$ cat src/rtl/render_stream_ctrl_pkg.sv
// render_stream_ctrl_pkg: shared pixel width, controller states and sizing helpers.
`ifndef COLOR_WIDTH
`define COLOR_WIDTH 8
`endif
package render_stream_ctrl_pkg;
  localparam int CW = `COLOR_WIDTH;
  typedef logic [CW-1:0] pixel_t;
  typedef enum logic [1:0] {IDLE, RUN, DRAIN, FLUSH} state_e;
  function automatic int bits(input int n);
    return (n > 1) ? $clog2(n) : 1;
  endfunction
endpackage

$ cat src/rtl/render_stream_ctrl_sync_fifo.sv
// sync_fifo: first-word-fall-through return buffer with synchronous clear.
module sync_fifo import render_stream_ctrl_pkg::*; #(
  parameter int WIDTH = 8,
  parameter int DEPTH = 64
) (
  input  logic                     clk,
  input  logic                     rst_gen_n,
  input  logic                     clr,
  input  logic                     push,
  input  logic [WIDTH-1:0]         din,
  input  logic                     pop,
  output logic [WIDTH-1:0]         dout,
  output logic                     full,
  output logic                     empty,
  output logic [bits(DEPTH):0]     count
);
  localparam int AW = bits(DEPTH);
  logic [WIDTH-1:0] mem [DEPTH];
  logic [AW-1:0] wr_q, rd_q;
  logic [AW:0] cnt_q;
  logic do_push, do_pop;
  assign do_push = push && !full;
  assign do_pop = pop && !empty;
  assign full = cnt_q == (AW+1)'(DEPTH);
  assign empty = cnt_q == '0;
  assign count = cnt_q;
  assign dout = mem[rd_q];
  always_ff @(posedge clk or negedge rst_gen_n) begin
    if (!rst_gen_n) begin
      wr_q <= '0;
      rd_q <= '0;
      cnt_q <= '0;
    end else if (clr) begin
      wr_q <= '0;
      rd_q <= '0;
      cnt_q <= '0;
    end else begin
      if (do_push) wr_q <= (wr_q == AW'(DEPTH-1)) ? '0 : wr_q + AW'(1);
      if (do_pop) rd_q <= (rd_q == AW'(DEPTH-1)) ? '0 : rd_q + AW'(1);
      cnt_q <= cnt_q + (AW+1)'(do_push) - (AW+1)'(do_pop);
    end
  end
  always_ff @(posedge clk) begin
    if (do_push && !clr) mem[wr_q] <= din;
  end
endmodule

$ cat src/rtl/render_stream_ctrl.sv
// render_stream_ctrl: raster issue with credit flow control, in-order return buffering
// and packing of shaded pixels into framed output beats.
module render_stream_ctrl import render_stream_ctrl_pkg::*; #(
  parameter int H_RES      = 320,
  parameter int V_RES      = 240,
  parameter int PPB        = 2,
  parameter int FIFO_DEPTH = 64
) (
  input  logic                     clk,
  input  logic                     rst_gen_n,
  input  logic                     start,
  input  logic                     continuous,
  input  logic                     abort,
  output logic [bits(H_RES)-1:0]   issue_x,
  output logic [bits(V_RES)-1:0]   issue_y,
  output logic                     issue_valid,
  input  logic                     ret_valid,
  input  pixel_t                   ret_shade,
  output logic [PPB*CW-1:0]        m_data,
  output logic                     m_valid,
  input  logic                     m_ready,
  output logic                     m_sof,
  output logic                     m_eol,
  output logic                     busy,
  output logic                     frame_done,
  output logic                     overflow
);
  localparam int XW  = bits(H_RES);
  localparam int YW  = bits(V_RES);
  localparam int BPL = H_RES / PPB;
  localparam int BW  = bits(BPL);
  localparam int FW  = bits(FIFO_DEPTH) + 1;
  localparam int IW  = bits(FIFO_DEPTH + 1);
  localparam int PW  = bits(PPB + 1);
  localparam int UW  = FW + 2;
  state_e state_q, state_d;
  logic [XW-1:0] ix_q, ix_d;
  logic [YW-1:0] iy_q, iy_d, by_q, by_d;
  logic [BW-1:0] bx_q, bx_d;
  logic [IW-1:0] inf_q, inf_d;
  logic [PW-1:0] pk_cnt_q, pk_cnt_d, base;
  logic [PPB*CW-1:0] pk_q, pk_d;
  logic ovf_q, ovf_d;
  logic [FW-1:0] f_cnt;
  logic f_full, f_empty, f_push, f_pop, clr;
  pixel_t f_dout;
  logic x_end, y_end, b_end, fire, frame_end, ret_take;
  logic [UW-1:0] used;
  // Packer occupancy is counted as buffered so credits cover every pixel slot downstream.
  assign used = UW'(f_cnt) + UW'(inf_q) + UW'(pk_cnt_q);
  assign x_end = ix_q == XW'(H_RES-1);
  assign y_end = iy_q == YW'(V_RES-1);
  assign b_end = bx_q == BW'(BPL-1);
  assign fire = m_valid && m_ready;
  assign frame_end = inf_q == '0 && f_empty && (pk_cnt_q == '0 || fire);
  assign clr = (abort && state_q != IDLE) || state_q == FLUSH;
  assign ret_take = ret_valid && inf_q != '0;
  assign f_push = ret_take && !f_full && !clr;
  assign f_pop = !f_empty && (pk_cnt_q != PW'(PPB) || fire) && !clr;
  assign issue_x = ix_q;
  assign issue_y = iy_q;
  assign m_data = pk_q;
  assign m_valid = pk_cnt_q == PW'(PPB);
  assign m_sof = m_valid && bx_q == '0 && by_q == '0;
  assign m_eol = m_valid && b_end;
  assign overflow = ovf_q;
  sync_fifo #(.WIDTH(CW), .DEPTH(FIFO_DEPTH)) u_fifo (
    .clk(clk), .rst_gen_n(rst_gen_n), .clr(clr), .push(f_push), .din(ret_shade),
    .pop(f_pop), .dout(f_dout), .full(f_full), .empty(f_empty), .count(f_cnt)
  );
  always_ff @(posedge clk or negedge rst_gen_n) begin
    if (!rst_gen_n) state_q <= IDLE;
    else state_q <= state_d;
  end
  always_comb begin
    state_d = state_q;
    case (state_q)
      IDLE:    state_d = (start && !abort) ? RUN : IDLE;
      RUN:     state_d = abort ? FLUSH : (issue_valid && x_end && y_end) ? DRAIN : RUN;
      DRAIN:   state_d = abort ? FLUSH : !frame_end ? DRAIN : continuous ? RUN : IDLE;
      default: state_d = (inf_q == '0) ? IDLE : FLUSH;
    endcase
  end
  always_comb begin
    issue_valid = state_q == RUN && !abort && used < UW'(FIFO_DEPTH);
    busy = state_q != IDLE;
    frame_done = state_q == DRAIN && !abort && frame_end;
  end
  always_comb begin
    base = fire ? '0 : pk_cnt_q;
    pk_d = pk_q;
    for (int i = 0; i < PPB; i++)
      if (f_pop && base == PW'(i)) pk_d[i*CW +: CW] = f_dout;
    pk_cnt_d = clr ? '0 : base + PW'(f_pop);
    inf_d = inf_q + IW'(issue_valid) - IW'(ret_take);
    // Returns drained by a flush are expected; only truly unmatched ones flag an error.
    ovf_d = ovf_q || (ret_valid && (inf_q == '0 || (f_full && state_q != FLUSH)));
    ix_d = (clr || state_q == IDLE) ? '0 : !issue_valid ? ix_q : x_end ? '0 : ix_q + XW'(1);
    iy_d = (clr || state_q == IDLE) ? '0 : !(issue_valid && x_end) ? iy_q : y_end ? '0 : iy_q + YW'(1);
    bx_d = clr ? '0 : !fire ? bx_q : b_end ? '0 : bx_q + BW'(1);
    by_d = clr ? '0 : !(fire && b_end) ? by_q : (by_q == YW'(V_RES-1)) ? '0 : by_q + YW'(1);
  end
  always_ff @(posedge clk or negedge rst_gen_n) begin
    if (!rst_gen_n) begin
      ix_q <= '0;
      iy_q <= '0;
      bx_q <= '0;
      by_q <= '0;
      inf_q <= '0;
      pk_cnt_q <= '0;
      pk_q <= '0;
      ovf_q <= 1'b0;
    end else begin
      ix_q <= ix_d;
      iy_q <= iy_d;
      bx_q <= bx_d;
      by_q <= by_d;
      inf_q <= inf_d;
      pk_cnt_q <= pk_cnt_d;
      pk_q <= pk_d;
      ovf_q <= ovf_d;
    end
  end
endmodule

$ cat config.mk
export PLATFORM = sky130hd
export DESIGN_NAME = render_stream_ctrl
export DESIGN_NICKNAME = d
export VERILOG_FILES = /design/src/rtl/render_stream_ctrl_pkg.sv /design/src/rtl/render_stream_ctrl_sync_fifo.sv /design/src/rtl/render_stream_ctrl.sv
export SDC_FILE = /design/constraint.sdc
export NUM_CORES = 1
export LEC_CHECK = 0
export BUFFER_PORTS_ARGS = -buffer_cell sky130_fd_sc_hd__buf_2
export CORE_ASPECT_RATIO = 0.75
export CORE_MARGIN = 3
export CORE_UTILIZATION = 67
export CTS_CLUSTER_DIAMETER = 80
export DETAILED_ROUTE_END_ITERATION = 10
export PLACE_DENSITY = 0.84
export SYNTH_ARGS = -nofsm -noshare
export SYNTH_HDL_FRONTEND = slang
export SYNTH_HIERARCHICAL = 1
export SYNTH_SLANG_ARGS = --single-unit
$ cat constraint.sdc
create_clock -name clk -period 6.9 [get_ports clk]
set_input_delay 1.725 -clock clk [delete_from_list [all_inputs] [get_ports clk]]
set_output_delay 1.725 -clock clk [all_outputs]
set_load 0.01 [all_outputs]
==> results of run 1 <==
synthesized netlist by cell type, drive strengths merged (3+ instances only):
cell type / number
a221oi: 15
nor2: 130
and3b: 3
o221ai: 25
and3: 10
dfrtp: 80
mux2i: 89
o21ai: 37
nand2b: 14
a21o: 4
clkbuf: 27
and2: 5
a2111oi: 6
o22ai: 18
o31ai: 4
edfxtp: 512
xnor2: 10
nor3: 10
mux2: 20
nor2b: 15
nand4: 9
nand2: 53
xor2: 13
ha: 38
inv: 36
nor4bb: 3
nor3b: 4
nor4: 4
o21bai: 4
o211ai: 7
buf: 39
a21oi: 44
or3: 8
a31oi: 5
nand3: 21
fa: 3
a22oi: 5
mux4: 96
a211oi: 10
or2: 3
power by group through the flow:
| stage | Clock (mW) | Sequential (mW) | Combinational [mW] |
|---|---|---|---|
| 2_1_floorplan | 0 | 4.13 | 0.449 |
| 3_3_place_gp | 0 | 4.13 | 0.692 |
| 3_5_place_dp | 0 | 4.13 | 0.722 |
| 4_1_cts | 3.04 | 4.06 | 0.745 |
| 5_1_grt | 3.18 | 4.07 | 0.822 |
| 6_report | 3.01 | 4.06 | 0.751 |
worst reg2reg max path: cells and delay by family (launching register included):
kind	cells	cell delay (ps)
simple gates	2	260
compound gates	7	1820
flops	1	490
xor+xnor	1	130
fa+ha+maj	4	1360
buf+inv	2	680
registers in the layout, summed over array words and instances, names as in the netlist, 7 cells and up:
register / count
issue_x: 9
inf_q: 7
by_q: 8
m_data: 16
u_fifo/count: 7
u_fifo/mem: 512
issue_y: 8
bx_q: 8
cell families (layout without fill, tap and decap cells):
logic type	Yosys count	count (layout)	share of synthesized area
buffers and inverters	104	201	0.0229
muxes	205	205	0.134
and+or+nand+nor	301	301	0.0582
adders and majority gates	42	42	0.0220
AOI/OAI and AO/OA	196	196	0.0539
DFF	592	592	0.701
xor gates and xnor gates	23	23	0.00813
path summary, 6_finish.rpt:
kind / from / to / depth (start not counted)
hold / removal: overflow / overflow / 1
setup / recovery: inf_q[1] / issue_valid / 8
hold reg to reg: overflow / overflow / 1
min in group asynchronous: rst_gen_n / inf_q[6] / 1
max in group asynchronous: rst_gen_n / u_fifo/rd_q[0] / 1
setup reg to reg: inf_q[1] / inf_q[6] / 16
layer usage:
metal	vias to the layer above	GRT usage
met5	-	0
met4	2	0.0870
met3	155	0.0646
met2	1059	0.447
met1	7183	0.473
li1	5901	-
layout make-up:
class | instances | area, sq um
clock buffers | 59 | 1350
clock inverters | 35 | 408
fillers | 2047 | 9040
inverters | 37 | 139
multi-input cells | 767 | 6840
flip-flops and latches | 592 | 17400
well taps | 496 | 621
repair buffers | 70 | 405
through the flow:
stage | hold slack, ps | cell area, sq um | power, mW | worst slack (ps)
after floorplan | 469 | 24800 | 4.58 | 2220
after global placement | 483 | 25400 | 4.82 | 1790
after detailed placement | 473 | 25400 | 4.86 | 1540
after CTS | 490 | 27100 | 7.84 | 1190
after global routing | 525 | 27100 | 8.08 | 875
final | 501 | 27100 | 7.83 | 1130
==> impl_metrics.toml, run 1 <==
[clocking]
cts_resized = 0
cts_buffers = 53
h-tree-depth = 2
hold_buffers = 0
post_cts_buffers = 0
clkLatencyLatePin_ps = 590
path_clk_slew_ps = 70
cts_num_sinks = 592
clockBufferDepth = 3
cts-root-buf = "clkbuf_16"
cts_tree = "yes"

[die]
die_area_sq_um = 39300
row_count = 60
initial_utilization = 0.685
fp.coreArea_sq_um = 36200
fp.dieW_microns = 228
ios = 55
die_y_microns = 173

[power]
seqPwrFrac = 0.519
swShare = 0.233
ir_drop_v = 0.000389
clockPowerShare = 0.385
cellLeakagePower_nw = 8.83
powerDensity_nw_per_um2 = 288
p_int_mw = 6.00
switchingPower_mw = 1.83
p_comb_frac = 0.096

[layout]
instances_no_fill = 2056
nets = 1577
layout_commonest_cell = "edfxtp_1"
syn_to_final_growth_pct = 9.56
final_core_util = 0.750
antenna_cells = 0
drive_gt1_frac = 0.177
mostFrequentLayoutCells = "edfxtp_1, nor2_1, mux2i_1"

[sta]
fin_crit_sh = 0.837
worstMarginPinSlew_ps = 1210
setup_violations = 0
fmax_ghz = 0.173
hold_violations = 0
fin_crit_ps = 5770
clock_skew_ps = 26.0
drv_slew = 0
tns_ps = 0
rsz0062_at_grt = "no"
slew_headroom = 0.186

[worst_setup_path]
max_stage_delay_ps = 590
critPathBufInv = 2
worstSetupPathType = "reg -> out"
cp_max_fo = 18
end_kind = "primary output"
cpMostUsedCell = "a211oi_1"
critPathTopFamily = "compound AO/OA/AOI/OAI gates"
cp_cell_sequence = "fa_1 > ha_1 > a211oi_1 > o211ai_1 > a211oi_1 > a211o_1 > clkinv_1 > buf_2"
crit_path_top_delay_cell = "clkinv_1"
crit_arrival_ps = 4050
required_ps = 5180
startpoint_type = "flip-flop"
rrSetupSlack_ps = 2080

[route]
wl_microns = 59300
route.layer.met1.wl_microns = 23500
dr.max_layer_used = "met5"
drcViolationCount = 0
drtIter0Drc = 2043
met2WireLength_microns = 27000
ant_nets = 0
dr_wl_met3_microns = 6990
wire_per_inst_microns = 28.8
vias = 14300
drt_first_pass_iters = 6
viasPerCell = 6.96

[synthesis]
yosysTopAreaCell = "edfxtp_1"
avgSynthCellArea_sq_um = 16.9
ys_types = 73
synth_area_sq_um = 24800
ys_warn_count = 6
syn_inst = 1463
async_reset_ff_frac = 0.135
dominantRegCellSynth = "edfxtp_1"
synth_nets = 1519
synth_seq_cells = 592
synth_top_cells_by_area = "edfxtp_1, dfrtp_1, mux4_2"
synth_edf_count = 512
yosysSeqAreaShare = 0.701
yosysTopAreaCellShare = 0.621

[placement]
portBuffers = 54
place_inst = 1962
routabilityCongestion = 0.857
dp_hpwl_microns = 35300

[global_routing]
grt_overflow = 0
grt_first_pass_wirelength_microns = 89700
antenna_found_initial = 1
grt_pass1_vias = 13900
grt_max_degree = 81
grt.total_usage = 0.304

[hold_path]
hold_path.class = "reg -> reg"

[run_status]
status = "finished clean"

[run]
cap_violations = 0
Power figures use the tool's default switching activity.
==> run 2: changes to the inputs <==
ABC_AREA = 1   (was default)
CORE_UTILIZATION = 57   (was 67)
PLACE_DENSITY = 0.76   (was 0.84)
clock period = 5.1 ns   (was 6.9 ns; I/O delays follow)
==> run 2 against run 1 <==
  * Register-to-register slack lost 280 ps
  * Clock power grew 40%
  * Total power grew 72%
  * Non-clock buffer count grew 3
  * Clock skew shrank 6.1 ps
  * Flip-flop and latch count is the same
  * Clock-buffer cell count grew 5
  * Sequential power grew 38%
  * First-iteration DRC count grew 24%
==> impl_metrics.toml, run 2 <==
[run_status]
status = "finished clean"

[worst_setup_path]
cp_max_fo = 7
crit_arrival_ps = 2610
cpMostUsedCell = "nand2_1"
crit_end = "issue_valid"
startpoint_type = "flip-flop"
rrSetupSlack_ps = 1800
reg2reg_depth = 17
crit_path_top_delay_cell = "dfrtp_1"
max_stage_delay_ps = 460
end_kind = "primary output"
rr_startpoint = "inf_q[1]"
worstSetupPathType = "reg -> out"
required_ps = 3830
cp_cell_sequence = "fa_1 > ha_1 > nand2_1 > inv_1 > nand3_1 > nand2_1 > nand2_1 > nand2_1 > inv_1 > buf_2"
cp-startpoint = "inf_q[1]"
r2r-end = "inf_q[6]"

[synthesis]
async_reset_ff_frac = 0.135
synth_seq_cells = 592
post-synth-top-count-cell = "nand2_1"
synth_edf_count = 512
yosys-top-cells-count = "nand2_1, edfxtp_1, nand3_1, inv_1, nor2_1"
yosysTopAreaCellShare = 0.580
synth_nets = 2651
ys_warn_count = 6
synth_top_cells_by_area = "edfxtp_1, nand2_1, dfrtp_1"
dominantRegCellSynth = "edfxtp_1"
avgSynthCellArea_sq_um = 10.2
ys_types = 44
yosysSeqAreaShare = 0.655
synth_area_sq_um = 26500
syn_inst = 2595
yosysTopAreaCell = "edfxtp_1"

[layout]
largest_reg_flops = 512
nets = 2668
drive_gt1_frac = 0.0715
final_core_util = 0.638
antenna_cells = 0
syn_to_final_growth_pct = 9.11
instances_no_fill = 3277
mostFrequentLayoutCells = "nand2_1, edfxtp_1, nand3_1"
layout_commonest_cell = "nand2_1"
final_area_sq_um = 28900
largest_register = "u_fifo/mem"

[sta]
slew_headroom = 0.151
fin_crit_sh = 0.761
fin_crit_ps = 3880
rsz0062_at_grt = "no"
setup_ws_ps = 1220
fmax_ghz = 0.258
setup_violations = 0
drv_slew = 0
holdWs_ps = 485
worstMarginPinSlew_ps = 1270
hold_violations = 0
tns_ps = 0
clock_skew_ps = 19.9

[global_routing]
grt_first_pass_wirelength_microns = 99800
antenna_found_initial = 1
grt_pass1_vias = 18100
grt.total_usage = 0.268
grt_overflow = 0
grt_max_degree = 264

[route]
vias = 18900
viasPerCell = 5.76
wl_microns = 65100
drcViolationCount = 0
wire_per_inst_microns = 19.9
drtIter0Drc = 2525
ant_nets = 0
drt_first_pass_iters = 7

[die]
initial_utilization = 0.585
ios = 55
die_y_microns = 193
fp.coreArea_sq_um = 45400
fp.dieW_microns = 255
row_count = 67
die_area_sq_um = 49200

[placement]
dpl_cell_area_sq_um = 27100
dp_hpwl_microns = 39900
dp_slack_ps = 1110
place_inst = 3177
routabilityCongestion = 0.904
portBuffers = 54

[power]
total_power_mw = 13.5
ir_drop_v = 0.000484
powerDensity_nw_per_um2 = 466
cellLeakagePower_nw = 11.8

[clocking]
h-tree-depth = 2
clkLatencyLatePin_ps = 610
cts-root-buf = "clkbuf_16"
cts_buffers = 54
post_cts_buffers = 0
clockBufferDepth = 3
cts_resized = 0
hold_buffers = 0
cts_tree = "yes"
cts_num_sinks = 592
path_clk_slew_ps = 60

[run]
cap_violations = 0

[hold_path]
hold_path.class = "reg -> reg"
run 2: where the power goes:
part / internal, mW / switching (mW) / total (mW)
Sequential: 5.43 / 0.184 / 5.61
Combinational: 1.05 / 2.61 / 3.65
Clock: 2.41 / 1.80 / 4.21
run 2: final cells by class:
type,count,area (sq um)
fillers,3520,16400
inverters,282,1070
well taps,621,777
flip-flops and latches,592,17400
clock inverters,36,440
multi-input cells,1609,7410
clock buffers,64,1420
repair buffers,73,440
run 2: worst max-delay path: cells and delay by family, from the launching register on:
kind,cells,cell delay (ps)
and+or+nand+nor,5,390
buffers and inverters,3,430
DFF,1,460
adders and majority gates,2,720
run 2: how the worst min path moves through the flow:
stage	endpoint	start	depth (start not counted)	slack, ps
floorplan	by_q[7]	by_q[7]	2	490
global placement	overflow	overflow	1	460
detailed placement	m_data[9]	m_data[9]	2	470
CTS	m_data[9]	m_data[9]	2	490
global route	m_data[9]	m_data[9]	2	520
finish	m_data[9]	m_data[9]	2	490
run 2: per-layer routing:
metal / GRT usage / part of all wire / vias to the layer above
li1: - / - / 8650
met1: 0.375 / 0.40 / 9002
met2: 0.423 / 0.45 / 1097
met3: 0.0612 / 0.12 / 132
met4: 0.0780 / 0.025 / 2
met5: 0 / 0.00017 / -
run 2: logic make-up (layout without fill, tap and decap cells):
kind of cell    count (synthesis)  count (layout)  share of synthesized area
buf+inv                       394             455                     0.0654
flops                         592             592                      0.655
simple gates                 1418            1418                      0.227
xor+xnor                       14              14                    0.00462
fa+ha+maj                      41              41                     0.0202
compound gates                136             136                     0.0276
